<file path="src/rtl/dmi_arb_pkg.sv">
// Shared DMI field widths, op/response codes, arbiter state encoding and
// the packed request/response payloads used by the arbiter.
package dmi_arb_pkg;

  localparam int unsigned ADDR_W = 7;
  localparam int unsigned OP_W   = 2;
  localparam int unsigned DATA_W = 32;
  localparam int unsigned RESP_W = 2;

  localparam logic [OP_W-1:0] OP_NOP   = 2'd0;
  localparam logic [OP_W-1:0] OP_READ  = 2'd1;
  localparam logic [OP_W-1:0] OP_WRITE = 2'd2;

  localparam logic [RESP_W-1:0] RESP_SUCCESS = 2'd0;
  localparam logic [RESP_W-1:0] RESP_FAILED  = 2'd2;
  localparam logic [RESP_W-1:0] RESP_BUSY    = 2'd3;

  typedef enum logic [2:0] {
    ST_IDLE,
    ST_ISSUE,
    ST_WAIT,
    ST_RETURN,
    ST_DRAIN
  } state_e;

  typedef struct packed {
    logic [ADDR_W-1:0] addr;
    logic [OP_W-1:0]   op;
    logic [DATA_W-1:0] data;
  } dmi_req_t;

  typedef struct packed {
    logic [RESP_W-1:0] resp;
    logic [DATA_W-1:0] data;
  } dmi_resp_t;

endpackage

</file>
<file path="src/rtl/dmi_rr_grant.sv">
// Two-way round-robin pick: a lone eligible requester wins; on a tie the
// requester that was not granted last wins.
module dmi_rr_grant (
  input  logic [1:0] eligible,
  input  logic       last_grant,
  output logic [1:0] grant_c,
  output logic       grant_idx_c
);

  always_comb begin
    grant_c     = 2'b00;
    grant_idx_c = 1'b0;
    case (eligible)
      2'b01: begin
        grant_c     = 2'b01;
        grant_idx_c = 1'b0;
      end
      2'b10: begin
        grant_c     = 2'b10;
        grant_idx_c = 1'b1;
      end
      2'b11: begin
        grant_idx_c = ~last_grant;
        grant_c     = last_grant ? 2'b01 : 2'b10;
      end
      default: ;
    endcase
  end

endmodule

</file>
<file path="src/rtl/dmi_arbiter.sv">
// Two-requester DMI arbiter: one transaction outstanding at a time, with a
// response timeout that drains the late downstream response before re-arming.
module dmi_arbiter
  import dmi_arb_pkg::*;
#(
  parameter int unsigned TIMEOUT = 1024
) (
  input  logic              clk,
  input  logic              reset_n,

  input  logic              m0_req_valid,
  output logic              m0_req_ready,
  input  logic [ADDR_W-1:0] m0_req_bits_addr,
  input  logic [OP_W-1:0]   m0_req_bits_op,
  input  logic [DATA_W-1:0] m0_req_bits_data,
  output logic              m0_resp_valid,
  input  logic              m0_resp_ready,
  output logic [RESP_W-1:0] m0_resp_bits_resp,
  output logic [DATA_W-1:0] m0_resp_bits_data,

  input  logic              m1_req_valid,
  output logic              m1_req_ready,
  input  logic [ADDR_W-1:0] m1_req_bits_addr,
  input  logic [OP_W-1:0]   m1_req_bits_op,
  input  logic [DATA_W-1:0] m1_req_bits_data,
  output logic              m1_resp_valid,
  input  logic              m1_resp_ready,
  output logic [RESP_W-1:0] m1_resp_bits_resp,
  output logic [DATA_W-1:0] m1_resp_bits_data,

  input  logic [1:0]        m_disable,

  output logic              dmi_req_valid,
  input  logic              dmi_req_ready,
  output logic [ADDR_W-1:0] dmi_req_bits_addr,
  output logic [OP_W-1:0]   dmi_req_bits_op,
  output logic [DATA_W-1:0] dmi_req_bits_data,
  input  logic              dmi_resp_valid,
  output logic              dmi_resp_ready,
  input  logic [RESP_W-1:0] dmi_resp_bits_resp,
  input  logic [DATA_W-1:0] dmi_resp_bits_data,

  output logic              busy
);

  // Counter only needs to reach TIMEOUT-1; it saturates at all-ones otherwise.
  localparam int unsigned CNT_W = (TIMEOUT > 1) ? $clog2(TIMEOUT) : 1;
  localparam logic [CNT_W-1:0] CNT_LAST = CNT_W'(TIMEOUT - 1);
  localparam bit TO_EN = (TIMEOUT != 0);

  state_e           state;
  logic             owner;
  logic             last_grant;
  logic             drain_pending;
  logic [CNT_W-1:0] cnt;
  dmi_req_t         req_q;
  dmi_resp_t        resp_q;

  logic [1:0] eligible;
  logic [1:0] grant_c;
  logic       grant_idx_c;
  logic       take_c;
  logic       owner_resp_ready_c;
  dmi_req_t   m0_req;
  dmi_req_t   m1_req;

  assign eligible = {m1_req_valid & ~m_disable[1], m0_req_valid & ~m_disable[0]};
  assign m0_req   = '{addr: m0_req_bits_addr, op: m0_req_bits_op, data: m0_req_bits_data};
  assign m1_req   = '{addr: m1_req_bits_addr, op: m1_req_bits_op, data: m1_req_bits_data};

  dmi_rr_grant u_rr (
    .eligible    (eligible),
    .last_grant  (last_grant),
    .grant_c     (grant_c),
    .grant_idx_c (grant_idx_c)
  );

  // Acceptance is combinational; gated by reset so nothing is accepted in reset.
  assign take_c             = reset_n && (state == ST_IDLE) && (|grant_c);
  assign m0_req_ready       = take_c & grant_c[0];
  assign m1_req_ready       = take_c & grant_c[1];
  assign owner_resp_ready_c = owner ? m1_resp_ready : m0_resp_ready;

  always_ff @(posedge clk or negedge reset_n) begin
    if (!reset_n) begin
      state         <= ST_IDLE;
      owner         <= 1'b0;
      last_grant    <= 1'b1;
      drain_pending <= 1'b0;
      cnt           <= '0;
      req_q         <= '0;
      resp_q        <= '0;
    end else begin
      case (state)
        ST_IDLE: begin
          if (|grant_c) begin
            req_q      <= grant_idx_c ? m1_req : m0_req;
            owner      <= grant_idx_c;
            last_grant <= grant_idx_c;
            state      <= ST_ISSUE;
          end
        end
        ST_ISSUE: begin
          if (dmi_req_ready) begin
            cnt   <= '0;
            state <= ST_WAIT;
          end
        end
        ST_WAIT: begin
          // A real response wins over a timeout landing in the same cycle.
          if (dmi_resp_valid) begin
            resp_q <= '{resp: dmi_resp_bits_resp, data: dmi_resp_bits_data};
            cnt    <= '0;
            state  <= ST_RETURN;
          end else if (TO_EN && (cnt == CNT_LAST)) begin
            resp_q        <= '{resp: RESP_FAILED, data: '0};
            drain_pending <= 1'b1;
            cnt           <= '0;
            state         <= ST_RETURN;
          end else if (cnt != '1) begin
            cnt <= cnt + CNT_W'(1);
          end
        end
        ST_RETURN: begin
          if (owner_resp_ready_c) begin
            state <= drain_pending ? ST_DRAIN : ST_IDLE;
          end
        end
        ST_DRAIN: begin
          if (dmi_resp_valid) begin
            drain_pending <= 1'b0;
            state         <= ST_IDLE;
          end
        end
        default: state <= ST_IDLE;
      endcase
    end
  end

  assign dmi_req_valid     = (state == ST_ISSUE);
  assign dmi_req_bits_addr = req_q.addr;
  assign dmi_req_bits_op   = req_q.op;
  assign dmi_req_bits_data = req_q.data;
  assign dmi_resp_ready    = (state == ST_WAIT) || (state == ST_DRAIN);

  assign m0_resp_valid     = (state == ST_RETURN) && !owner;
  assign m1_resp_valid     = (state == ST_RETURN) && owner;
  assign m0_resp_bits_resp = resp_q.resp;
  assign m0_resp_bits_data = resp_q.data;
  assign m1_resp_bits_resp = resp_q.resp;
  assign m1_resp_bits_data = resp_q.data;

  assign busy = (state != ST_IDLE);

endmodule

</file>
<file path="config.mk">
export PLATFORM = sky130hd
export DESIGN_NAME = dmi_arbiter
export DESIGN_NICKNAME = d
export VERILOG_FILES = /design/src/rtl/dmi_arb_pkg.sv /design/src/rtl/dmi_rr_grant.sv /design/src/rtl/dmi_arbiter.sv
export SDC_FILE = /design/constraint.sdc
export NUM_CORES = 1
export LEC_CHECK = 0
export CORE_ASPECT_RATIO = 0.6
export CORE_MARGIN = 4
export CORE_UTILIZATION = 40
export CTS_BUF_LIST = sky130_fd_sc_hd__clkbuf_4
export CTS_CLUSTER_SIZE = 16
export DETAILED_ROUTE_END_ITERATION = 8
export GPL_TIMING_DRIVEN = 0
export PLACE_DENSITY = 0.83
export SLEW_MARGIN = 20
export SYNTH_ARGS = -nofsm -noshare
export SYNTH_HDL_FRONTEND = slang
export SYNTH_SLANG_ARGS = --single-unit
</file>
<file path="constraint.sdc">
create_clock -name clk -period 2 [get_ports clk]
set_input_delay 0.4 -clock clk [delete_from_list [all_inputs] [get_ports clk]]
set_output_delay 0.4 -clock clk [all_outputs]
set_load 0.005 [all_outputs]
</file>
; ---- After elaboration in Yosys (flattened, before gate mapping)
; Cells that the tools add are included.
[classes]
eq_ne = 17
bitwise_logic = 7
reduce_logical = 17
add_sub_neg = 1
mux = 24
[ops]
columns = operator, count
row1 = 2-to-1 mux 34 bit, 2
row2 = 2-to-1 mux 41 bit, 1
row3 = 2-to-1 mux 10 bit, 4
row4 = 2-to-1 mux 3 bit, 7
row5 = case mux 10 bit (2 select lines), 1
row6 = case mux 3 bit (5 select lines), 1
row7 = "adder 10 x 1 -> 10 bit, second input constant", 1
row8 = "== test 10 bit, second input constant", 1
row9 = "inequality test 10 bit, second input constant", 1
row10 = "inequality test 2 bit, second input constant", 4
row11 = "== test 3 x 2 -> 1 bit, second input constant", 2
row12 = case mux 2 bit (3 select lines), 1
row13 = nonzero test 2 bit, 3
row14 = AND reduction 5 bit, 1
row15 = bitwise AND 1 bit, 4
row16 = "== test 2 bit, second input constant", 2
row17 = logical AND 1 bit, 4
row18 = 2-to-1 mux 1 bit, 4
row19 = "inequality test 2 x 1 -> 1 bit, second input constant", 2
row20 = "inequality test 4 bit, second input constant", 1
row21 = case mux 1 bit (2 select lines), 2
row22 = AND reduction 2 bit, 2
row23 = AND reduction 4 bit, 1
row24 = "== test 3 x 1 -> 1 bit, second input constant", 1
row25 = 11 further kinds, 13
[word_totals]
in_bits = 126
regBits = 91
wordCells = 76
out_inout_bits = 116

; ---- Longest topological paths before layout
; Gate-level depths: netlist (run 1).
[logic_depth]
ltp_word = 7
depth_mapped = 6
depth_no_buf = 5

; ---- Hierarchy
; A second synthesis (run 1) with hierarchy kept.
[unflattened]
cells_unflattened = 399
hier_area_um2 = 4356.7
[by_module_without_submodules]
columns = mod, cells_each, seq_area_each_um2, instances, area_each_um2
row1 = dmi_arbiter, 395, 2278.4, 1, 4330.4
row2 = dmi_rr_grant, 4, 0.0, 1, 26.3

; ---- Worst setup path after synthesis (run 1)
; OpenSTA, ideal clock, no wires.
[synth_path]
path_type = register to register
start = register cnt[0]
end = register state[0]
arrival_time_ns = 1.632
required_time_ns = 1.875
n_path_buf = 0
setup_time_ns = 0.125
path_slack_ns = 0.243
synth_period_minus_slack_ns = 1.757
path_stages_with_launch = 6
cell_sequence = dfrtp_1 > ha_1 > nand2_1 > o311a_4 > nor3_2 > mux2_4
[synth_between]
elab_chain_len = 3
[synth_lines]
columns = item, line_no
row1 = "start, declared", dmi_arbiter.sv:55  ; logic [CNT_W-1:0] cnt;
row2 = "start signal, assigned", dmi_arbiter.sv:121  ; cnt <= cnt + CNT_W'(1);
row3 = == test 10 bit, dmi_arbiter.sv:115  ; end else if (TO_EN && (cnt == CNT_LAST)) begin
row4 = inequality test 3 bit (no line), -
row5 = AND reduction 5 bit (no line), -
row6 = "end signal, assigned", dmi_arbiter.sv:126  ; state <= drain_pending ? ST_DRAIN : ST_IDLE;
row7 = "end, declared", dmi_arbiter.sv:51  ; state_e state;
; No other way between the ends.
; A chain may end at the register's enable or synchronous reset.

; ---- Worst setup path in the final report (run 1)
[layout_path]
start = register state[0]
end = output port m1_req_ready
[layout_between]
elab_chain_len = 4
[layout_lines]
columns = item, line_no
row1 = logical NOT 3 bit, dmi_arbiter.sv:79  ; assign take_c = reset_n && (state == ST_IDLE) && (|grant_c);
row2 = logical AND 1 bit (2 in series), dmi_arbiter.sv:79
row3 = bitwise AND 1 bit, dmi_arbiter.sv:81  ; assign m1_req_ready = take_c & grant_c[1];
row4 = "end, declared", dmi_arbiter.sv:22  ; output logic m1_req_ready,
; No other way between the ends.

==> results_dict.tcl, run 1 <==
set metrics [dict create \
    status "finished with violations" \
    violations "setup timing" \
    syn-cell-area_um2 4410 \
    htree_levels 3 \
    ioPinCount 242 \
    endpoint_kind "output port" \
    synth_area_leaders "dfrtp_1, mux2i_1, a22o_1" \
    clock-sinks 91 \
    ys_seq_elements 91 \
    clockPowerShare_pct 9.5 \
    pwr-share-comb_pct 56.6 \
    placementRows 29 \
    cts_root_buffer "clkbuf_4" \
    final_hold_viol_count 0 \
    cpPeakStageDelay_ns 0.45 \
    drt-pass1-iter-count 5 \
    die-area_um2 12800 \
    seqPwrFrac_pct 33.9 \
    drive_gt1_share_pct 18.6 \
    relSlewSlack_pct 68.6 \
    first_global_vias 4168 \
    pwr_density_cell_nw_per_um2 1280 \
    critical_path_required_ns 1.60 \
    multiInputGateArea_um2 1790 \
    maxCapViolCount 0 \
    gp_congestion 0.838 \
    grt_max_degree 49 \
    hpwl_mm 11.4 \
    maxSlewViolCount 0 \
    hp-start "last_grant" \
    start_util_pct 41.3 \
    async_reset_ff_share_pct 100 \
    core_area_um2 10700 \
    critPathArrivalTime_ns 1.62 \
    placed_cells 779 \
    power_mw 9.45 \
    num-fill-cells 796 \
    antennaDiodeCount 0 \
    slowest_stage "dfrtp_2" \
    die_w_um 143 \
    rsz0062_at_grt "yes" \
    cts_made_buffers 9 \
    finClkSkew_ns 0.0123 \
    hold_path.class "register to register" \
    ys_seq_area_share_pct 51.7 \
    timing.critical_path.mode_cell "buf_6" \
    viasPerCell 4.98 \
    seqCellArea_um2 2280 \
    vias 4057 \
    fin_nets 798 \
    final_cells 815 \
    worstSetupStartpointType "register" \
    die_y_um 89.3 \
    post-route-period-util_pct 101 \
    synth_top_area_cell "dfrtp_1" \
    syn_inst 398 \
    wl_per_cell_um 17.8 \
    p_switching_mw 3.18 \
    worstPathCellList "buf_6 > nor3_4 > nand2_2 > buf_6 > nor2_2 > buf_2" \
    crit_type "register to output port" \
    numPortBuffers 241 \
    synth_edf_count 0 \
    totalWireLength_mm 14.5 \
    insertion_delay_ns 0.43 \
    synth_cell_type_count 44 \
    fin_crit_ns 2.02 \
    p_leak_nw 3.45 \
    swShare_pct 33.7 \
    antenna_found_initial 0 \
    gr-usage-all-layers_pct 22.0 \
    p_int_mw 6.27 \
    dp_worst_setup_slack_ns -0.658 \
    drc 0 \
    rr_startpoint "state[0]" \
    worst_hold_slack_ns 0.491 \
    synth.avg_cell_area_um2 11.1 \
    cp_max_fo 3 \
    grt_pass1_wl_mm 22.1 \
    tightest_slew_ns 0.471 \
    path_clk_slew_ns 0.14 \
    ir_worst_vdd_uv 893 \
    yosysTopAreaCellShare_pct 51.1 \
    cts_tree "yes" \
    synth_ff_type "dfrtp_1" \
    timing.final.ws_setup_ns -0.0236 \
    fmax_mhz 494 \
    overflow 0 \
    crit_path_start "state[0]" \
    drtIter0Drc 116 \
    areaGrowthSynthToFinish_pct 68.2 \
    setup_violations 1 \
    synth_nets 525 \
    yosys_warnings 0 \
    clockBufferDepth 2 \
    ant_nets 0 \
]
[power by group through the flow]
stage	Clock (mW)	Combinational, mW	Sequential (mW)
global route	1.03	5.78	3.30
finish	0.899	5.35	3.20
floorplan	0	2.06	3.20
CTS	0.941	5.32	3.19
global placement	0	4.92	3.19
detailed placement	0	5.04	3.25
[synth_stat cells, types with 2 or more instances]
cell,number
nand2_1,55
a21oi_1,2
nand3b_4,2
xnor2_1,7
clkbuf_1,7
or3b_1,2
inv_1,3
a21o_1,2
mux2i_1,41
buf_4,39
dfrtp_1,90
nor2_1,15
o21ai_1,15
a2111oi_2,2
o21ai_0,34
buf_2,10
nor2b_1,2
nand4_1,3
a211oi_1,4
nor3_2,2
a22o_1,34
nand3_1,2
nand2b_1,2
nor3_1,2
mux2_2,2
[repair_timing]
item,4_1_cts,5_1_grt
endpoints found under the hold margin,42,0
cloned,0,0
setup buffers,13,2
hold buffers,5,0
pin swaps,5,3
setup endpoints to repair,9,35
resized for setup,38,18
[worst max-delay path, delay by kind of cell (launching register included)]
family	cells	cell delay [ns]
buffers and inverters	3	0.36
AND/OR/NAND/NOR	3	0.39
flip-flops	1	0.45
[final timing paths]
path | end | slack, ns | cells after the start
max | m1_req_ready | -0.02 | 6
min | last_grant | 0.49 | 2
max reg2reg | state[0] | 0.07 | 7
min reg2reg | last_grant | 0.49 | 2
max in group asynchronous | dmi_req_bits_data[14] | 0.59 | 5
min in group asynchronous | last_grant | 0.60 | 3
[cell type report]
class	count	area share, %
clock inverters	6	0.557
clock buffers	10	1.01
inverters	4	0.203
flip-flops and latches	91	30.8
plain buffers	57	5.57
repair buffers	262	35.4
multi-input cells	246	24.1
well taps	139	2.35
[kinds of logic after synthesis]
family	share of synthesized area (%)
flops	51.7
xor+xnor	1.39
fa+ha+maj	0.284
compound gates	15.9
simple gates	11.3
mux	10.4
buf+inv	8.97
[metal layers]
metal | part of all wire [%] | GRT usage (%)
met5 | 0 | 0
met1 | 40 | 26.9
met3 | 9.9 | 9.14
met2 | 49 | 37.4
met4 | 1.1 | 4.19
[placed cells by master, fill, tap and decap left out, types with 10 or more instances in the layout]
| cell | instances |
|---|---|
| clkdlybuf4s50_1 | 232 |
| dfrtp_1 | 86 |
| nand2_1 | 53 |
| buf_4 | 50 |
| mux2i_1 | 41 |
| o21ai_0 | 34 |
| a22o_1 | 34 |
| o21ai_1 | 14 |
| nor2_1 | 12 |
| buf_2 | 11 |
| clkbuf_4 | 10 |
[stage by stage]
stage	cell area [um^2]	setup TNS (ns)	util, %
floorplan	4410	0	-
global placement	6990	-270.01	65.5
detailed placement	7020	-15.19	65.8
CTS	7380	-0.0972	69.2
global route	7410	-0.387	69.5
finish	7410	-0.0236	69.5
[state kept, by name (all words and copies together), names as in the netlist]
signal / cells
last_grant: 1
m0_resp_bits_data: 32
drain_pending: 1
m0_resp_bits_resp: 2
owner: 1
dmi_req_bits_addr: 7
cnt: 10
dmi_req_bits_op: 2
dmi_req_bits_data: 32
state: 3
Note: power is estimated with default switching activity, not from simulation.
==> run 2, diff against run 1 <==
--- a/config.mk
+++ b/config.mk
@@ -13,6 +13,7 @@
 export DETAILED_ROUTE_END_ITERATION = 8
 export GPL_TIMING_DRIVEN = 0
 export PLACE_DENSITY = 0.83
+export SKIP_LAST_GASP = 1
 export SLEW_MARGIN = 20
 export SYNTH_ARGS = -nofsm -noshare
 export SYNTH_HDL_FRONTEND = slang
==> results_dict.tcl, run 2 (synthesis gave the netlist of run 1 again) <==
set metrics [dict create \
    grt_max_degree 49 \
    viasPerCell 5.03 \
    slowest_stage "dfrtp_2" \
    crit_path_start "state[0]" \
    post-route-period-util_pct 102 \
    layout_commonest_cell "clkdlybuf4s50_1" \
    core_area_um2 10700 \
    critPathTopFamily "flip-flops" \
    drive_gt1_share_pct 18.6 \
    areaGrowthSynthToFinish_pct 68.3 \
    critPathArrivalTime_ns 1.64 \
    start_util_pct 41.3 \
    r2r_end "state[0]" \
    wl_per_cell_um 17.9 \
    cts_tree "yes" \
    num-fill-cells 796 \
    maxCapViolCount 0 \
    multiInputGateArea_um2 1790 \
    r2r_slack_ns 0.06 \
    fmax_mhz 491 \
    clockBufferDepth 2 \
    worstSetupStartpointType "register" \
    routed.top_layer "met4" \
    dr_wl_met2_mm 7.15 \
    timing.final.ws_setup_ns -0.0356 \
    placementRows 29 \
    cts_root_buffer "clkbuf_4" \
    gr-usage-all-layers_pct 22.0 \
    layout_common_cells "clkdlybuf4s50_1, dfrtp_1, nand2_1" \
    die-area_um2 12800 \
    numPortBuffers 241 \
    antennaDiodeCount 0 \
    setup_violations 1 \
    place_area_um2 7020 \
    status "finished with violations" \
    p_leak_nw 3.46 \
    fin_crit_ns 2.04 \
    cp_max_fo 3 \
    critical_path_required_ns 1.60 \
    final_hold_viol_count 0 \
    hpwl_mm 11.4 \
    first_global_vias 4166 \
    crit_type "register to output port" \
    die_y_um 89.3 \
    worstPathCellList "buf_6 > nor3_4 > nand2_2 > buf_6 > nor2_2 > buf_2" \
    met1_length_mm 5.87 \
    finClkSkew_ns 0.0186 \
    ioPinCount 242 \
    cts_made_buffers 9 \
    wl_met3_mm 1.41 \
    rsz0062_at_grt "yes" \
    die_w_um 143 \
    cpPeakStageDelay_ns 0.45 \
    maxSlewViolCount 0 \
    antenna_found_initial 0 \
    vias 4096 \
    overflow 0 \
    gp_congestion 0.838 \
    drtIter0Drc 102 \
    tightest_slew_ns 0.471 \
    pwr_density_cell_nw_per_um2 1280 \
    grt_pass1_wl_mm 22.1 \
    violations "setup timing" \
    reg2reg_depth 7 \
    path_clk_slew_ns 0.15 \
    crit_end "m1_req_ready" \
    worst_hold_slack_ns 0.491 \
    hold_path.class "register to register" \
    crit_cells 6 \
    ant_nets 0 \
    finalInstanceArea_um2 7410 \
    rr_startpoint "state[0]" \
    critPathBufInv 3 \
    endpoint_kind "output port" \
    final_core_util_pct 69.5 \
    htree_levels 3 \
    fin_nets 798 \
    clock-sinks 91 \
    timing.critical_path.mode_cell "buf_6" \
    totalWireLength_mm 14.6 \
    insertion_delay_ns 0.43 \
    ir_worst_vdd_uv 896 \
    drc 0 \
    relSlewSlack_pct 68.6 \
    drt-pass1-iter-count 4 \
    seqCellArea_um2 2280 \
]
-- run 2: worst min path at each step --
stage / cells after the start / to / slack (ns) / start
final: 2 / last_grant / 0.49 / last_grant
after detailed placement: 1 / dmi_req_bits_addr[2] / 0.35 / reset_n
after floorplan: 0 / cnt[0] / 0.10 / reset_n
after CTS: 2 / last_grant / 0.49 / last_grant
after global placement: 2 / last_grant / 0.46 / last_grant
after global routing: 2 / last_grant / 0.51 / last_grant
-- run 2: timing repair --
item | 4_1_cts | 5_1_grt
pin swaps | 3 | 5
resized for setup | 34 | 21
buffers inserted | 13 | 2
endpoints found under the setup margin | 9 | 36
hold buffers | 5 | 0
endpoints found under the hold margin | 42 | 0
-- run 2: metrics by stage --
step           std cells  total power [mW]  setup TNS [ns]  worst slack (ns)
4_1_cts              813              9.46          -0.454            -0.206
3_3_place_gp         778              8.11         -270.01             -3.40
5_1_grt              815              10.1          -0.409            -0.147
3_5_place_dp         779              8.28          -15.19            -0.658
2_1_floorplan        398              5.27               0             0.243
6_report             815              9.47         -0.0356           -0.0356
-- run 2: where the power goes --
group	internal, mW	switching [mW]	total, mW
Combinational	3.38	1.99	5.36
Sequential	2.63	0.576	3.20
Clock	0.270	0.634	0.904
-- run 2: cell type report --
| type | instances | area share (%) |
|---|---|---|
| clock buffer | 10 | 1.01 |
| clock inverter | 6 | 0.557 |
| sequential | 91 | 30.8 |
| buffer | 57 | 5.57 |
| tap | 139 | 2.35 |
| multi-input combinational | 246 | 24.1 |
| timing repair buffer | 262 | 35.4 |
| inverter | 4 | 0.202 |
-- run 2: worst min-delay path: cells and delay by family (launching register included) --
family,cells,cell delay [ns]
simple gates,1,0.05
flops,1,0.40
compound gates,1,0.05
-- run 2: layer usage --
metal / up-vias / track usage, %
li1: 1921 / -
met1: 1976 / 26.9
met2: 183 / 37.4
met3: 16 / 9.14
met4: 0 / 4.19
met5: - / 0
==> run 3, diff against run 2 <==
--- a/config.mk
+++ b/config.mk
@@ -7,12 +7,12 @@
 export LEC_CHECK = 0
 export CORE_ASPECT_RATIO = 0.6
 export CORE_MARGIN = 4
-export CORE_UTILIZATION = 40
-export CTS_BUF_LIST = sky130_fd_sc_hd__clkbuf_4
+export CORE_UTILIZATION = 39
 export CTS_CLUSTER_SIZE = 16
 export DETAILED_ROUTE_END_ITERATION = 8
 export GPL_TIMING_DRIVEN = 0
-export PLACE_DENSITY = 0.83
+export PLACE_DENSITY = 0.81
+export SETUP_SLACK_MARGIN = 0.15
 export SKIP_LAST_GASP = 1
 export SLEW_MARGIN = 20
 export SYNTH_ARGS = -nofsm -noshare
==> results_dict.tcl, run 3 (synthesis gave the netlist of run 1 again) <==
set metrics [dict create \
    worstSetupStartpointType "register" \
    fmax_mhz 522 \
    slowest_stage "dfrtp_2" \
    finalInstanceArea_um2 7820 \
    timing.critical_path.mode_cell "buf_6" \
    overflow 0 \
    final_cells 823 \
    final_hold_viol_count 50 \
    worstPathCellList "buf_6 > buf_6 > or3b_4 > nand2_2 > buf_2" \
    die-area_um2 13100 \
    post-route-period-util_pct 95.8 \
    worst_hold_slack_ns -0.0808 \
    place_area_um2 7010 \
    drive_gt1_share_pct 22.2 \
    status "finished with violations" \
    gp_congestion 0.820 \
    grt_pass1_wl_mm 24.0 \
    die_w_um 145 \
    hpwl_mm 11.5 \
    layout_commonest_cell "clkdlybuf4s50_1" \
    core_area_um2 10800 \
    vias 4160 \
    setup_violations 0 \
    clockBufferDepth 2 \
    cts_made_buffers 9 \
    path_clk_slew_ns 0.07 \
    ir_worst_vdd_uv 564 \
    hold_path.class "input pin to async pin" \
    cts_tree "yes" \
    num-fill-cells 769 \
    antennaDiodeCount 0 \
    drc 0 \
    placed_cells 779 \
    critical_path_required_ns 1.60 \
    cp_max_fo 4 \
    rsz0062_at_grt "yes" \
    drt-pass1-iter-count 4 \
    ioPinCount 242 \
    insertion_delay_ns 0.33 \
    cpPeakStageDelay_ns 0.42 \
    finClkSkew_ns 0.00770 \
    pwr_density_cell_nw_per_um2 1390 \
    met1_length_mm 6.38 \
    violations "hold timing" \
    gr-usage-all-layers_pct 22.6 \
    layout_common_cells "clkdlybuf4s50_1, dfrtp_1, buf_4" \
    tightest_slew_ns 0.433 \
    crit_type "register to output port" \
    critPathArrivalTime_ns 1.52 \
    fin_crit_ns 1.92 \
    clock-sinks 91 \
    p_leak_nw 3.61 \
    start_util_pct 40.9 \
    wl_per_cell_um 18.6 \
    htree_levels 3 \
    r2r_slack_ns 0.11 \
    maxCapViolCount 0 \
    viasPerCell 5.05 \
    grt_max_degree 52 \
    placementRows 29 \
    ant_nets 0 \
    cts_root_buffer "clkbuf_16" \
    final_core_util_pct 72.5 \
    totalWireLength_mm 15.3 \
    drtIter0Drc 89 \
    endpoint_kind "output port" \
    maxSlewViolCount 0 \
    first_global_vias 4407 \
    routed.top_layer "met5" \
    dr_wl_met2_mm 7.36 \
    wl_met3_mm 1.21 \
    numPortBuffers 241 \
    antenna_found_initial 1 \
    die_y_um 90.3 \
    fin_nets 806 \
    areaGrowthSynthToFinish_pct 77.4 \
    relSlewSlack_pct 71.1 \
]
[run 3: worst max-delay path, delay by kind of cell (launching register included)]
family | cells | cell delay, ns
flip-flops | 1 | 0.42
AND/OR/NAND/NOR | 2 | 0.43
buffers and inverters | 3 | 0.33
[run 3: power by group]
part / internal, mW / leakage (nW) / total, mW / switching, mW
clock: 1.17 / 0.158 / 1.88 / 0.716
combinational: 3.60 / 2.31 / 5.81 / 2.21
sequential: 2.63 / 1.14 / 3.20 / 0.563
total: 7.40 / 3.61 / 10.9 / 3.49
[run 3: per-stage QoR]
stage	hold WS, ns	worst slack [ns]	setup TNS, ns	total power [mW]
after floorplan	0.104	0.243	0	5.27
after global routing	-0.0674	0.0295	0	11.6
after global placement	0.460	-3.35	-265.54	8.11
after detailed placement	0.469	-0.659	-16.32	8.29
after CTS	-0.0689	-0.0905	-0.452	10.6
final	-0.0808	0.0831	0	10.9
[run 3: final timing paths]
kind / from / endpoint / cells past startpoint
worst max-delay path: state[0] / dmi_resp_ready / 5
worst min-delay path: reset_n / dmi_req_bits_addr[5] / 1
worst max register to register: state[0] / state[0] / 7
worst min register to register: dmi_req_bits_data[6] / dmi_req_bits_data[6] / 2
max in group asynchronous: reset_n / last_grant / 2
min in group clk: dmi_req_bits_data[6] / dmi_req_bits_data[6] / 2
[run 3: final cells by class]
cell class              instances  area, um^2  area share [%]
clock inverters                 5        83.8            1.07
repair buffers                270        2650            34.0
inverters                       4        15.0           0.192
plain buffers                  57         428            5.48
well taps                     139         174            2.23
clock buffers                  11         253            3.23
flip-flops and latches         91        2280            29.2
multi-input cells             246        1930            24.6
[run 3: per-layer routing]
metal	up-vias	track usage [%]
li1	1930	-
met1	2012	28.3
met2	184	37.6
met3	32	8.12
met4	2	5.77
met5	-	0
[run 3: repair_timing]
action                                  CTS  global route
pin swaps                                 5            19
endpoints found under the setup margin   83            83
buffers inserted                         17            11
endpoints found under the hold margin    50            50
gates resized for setup                  49            54
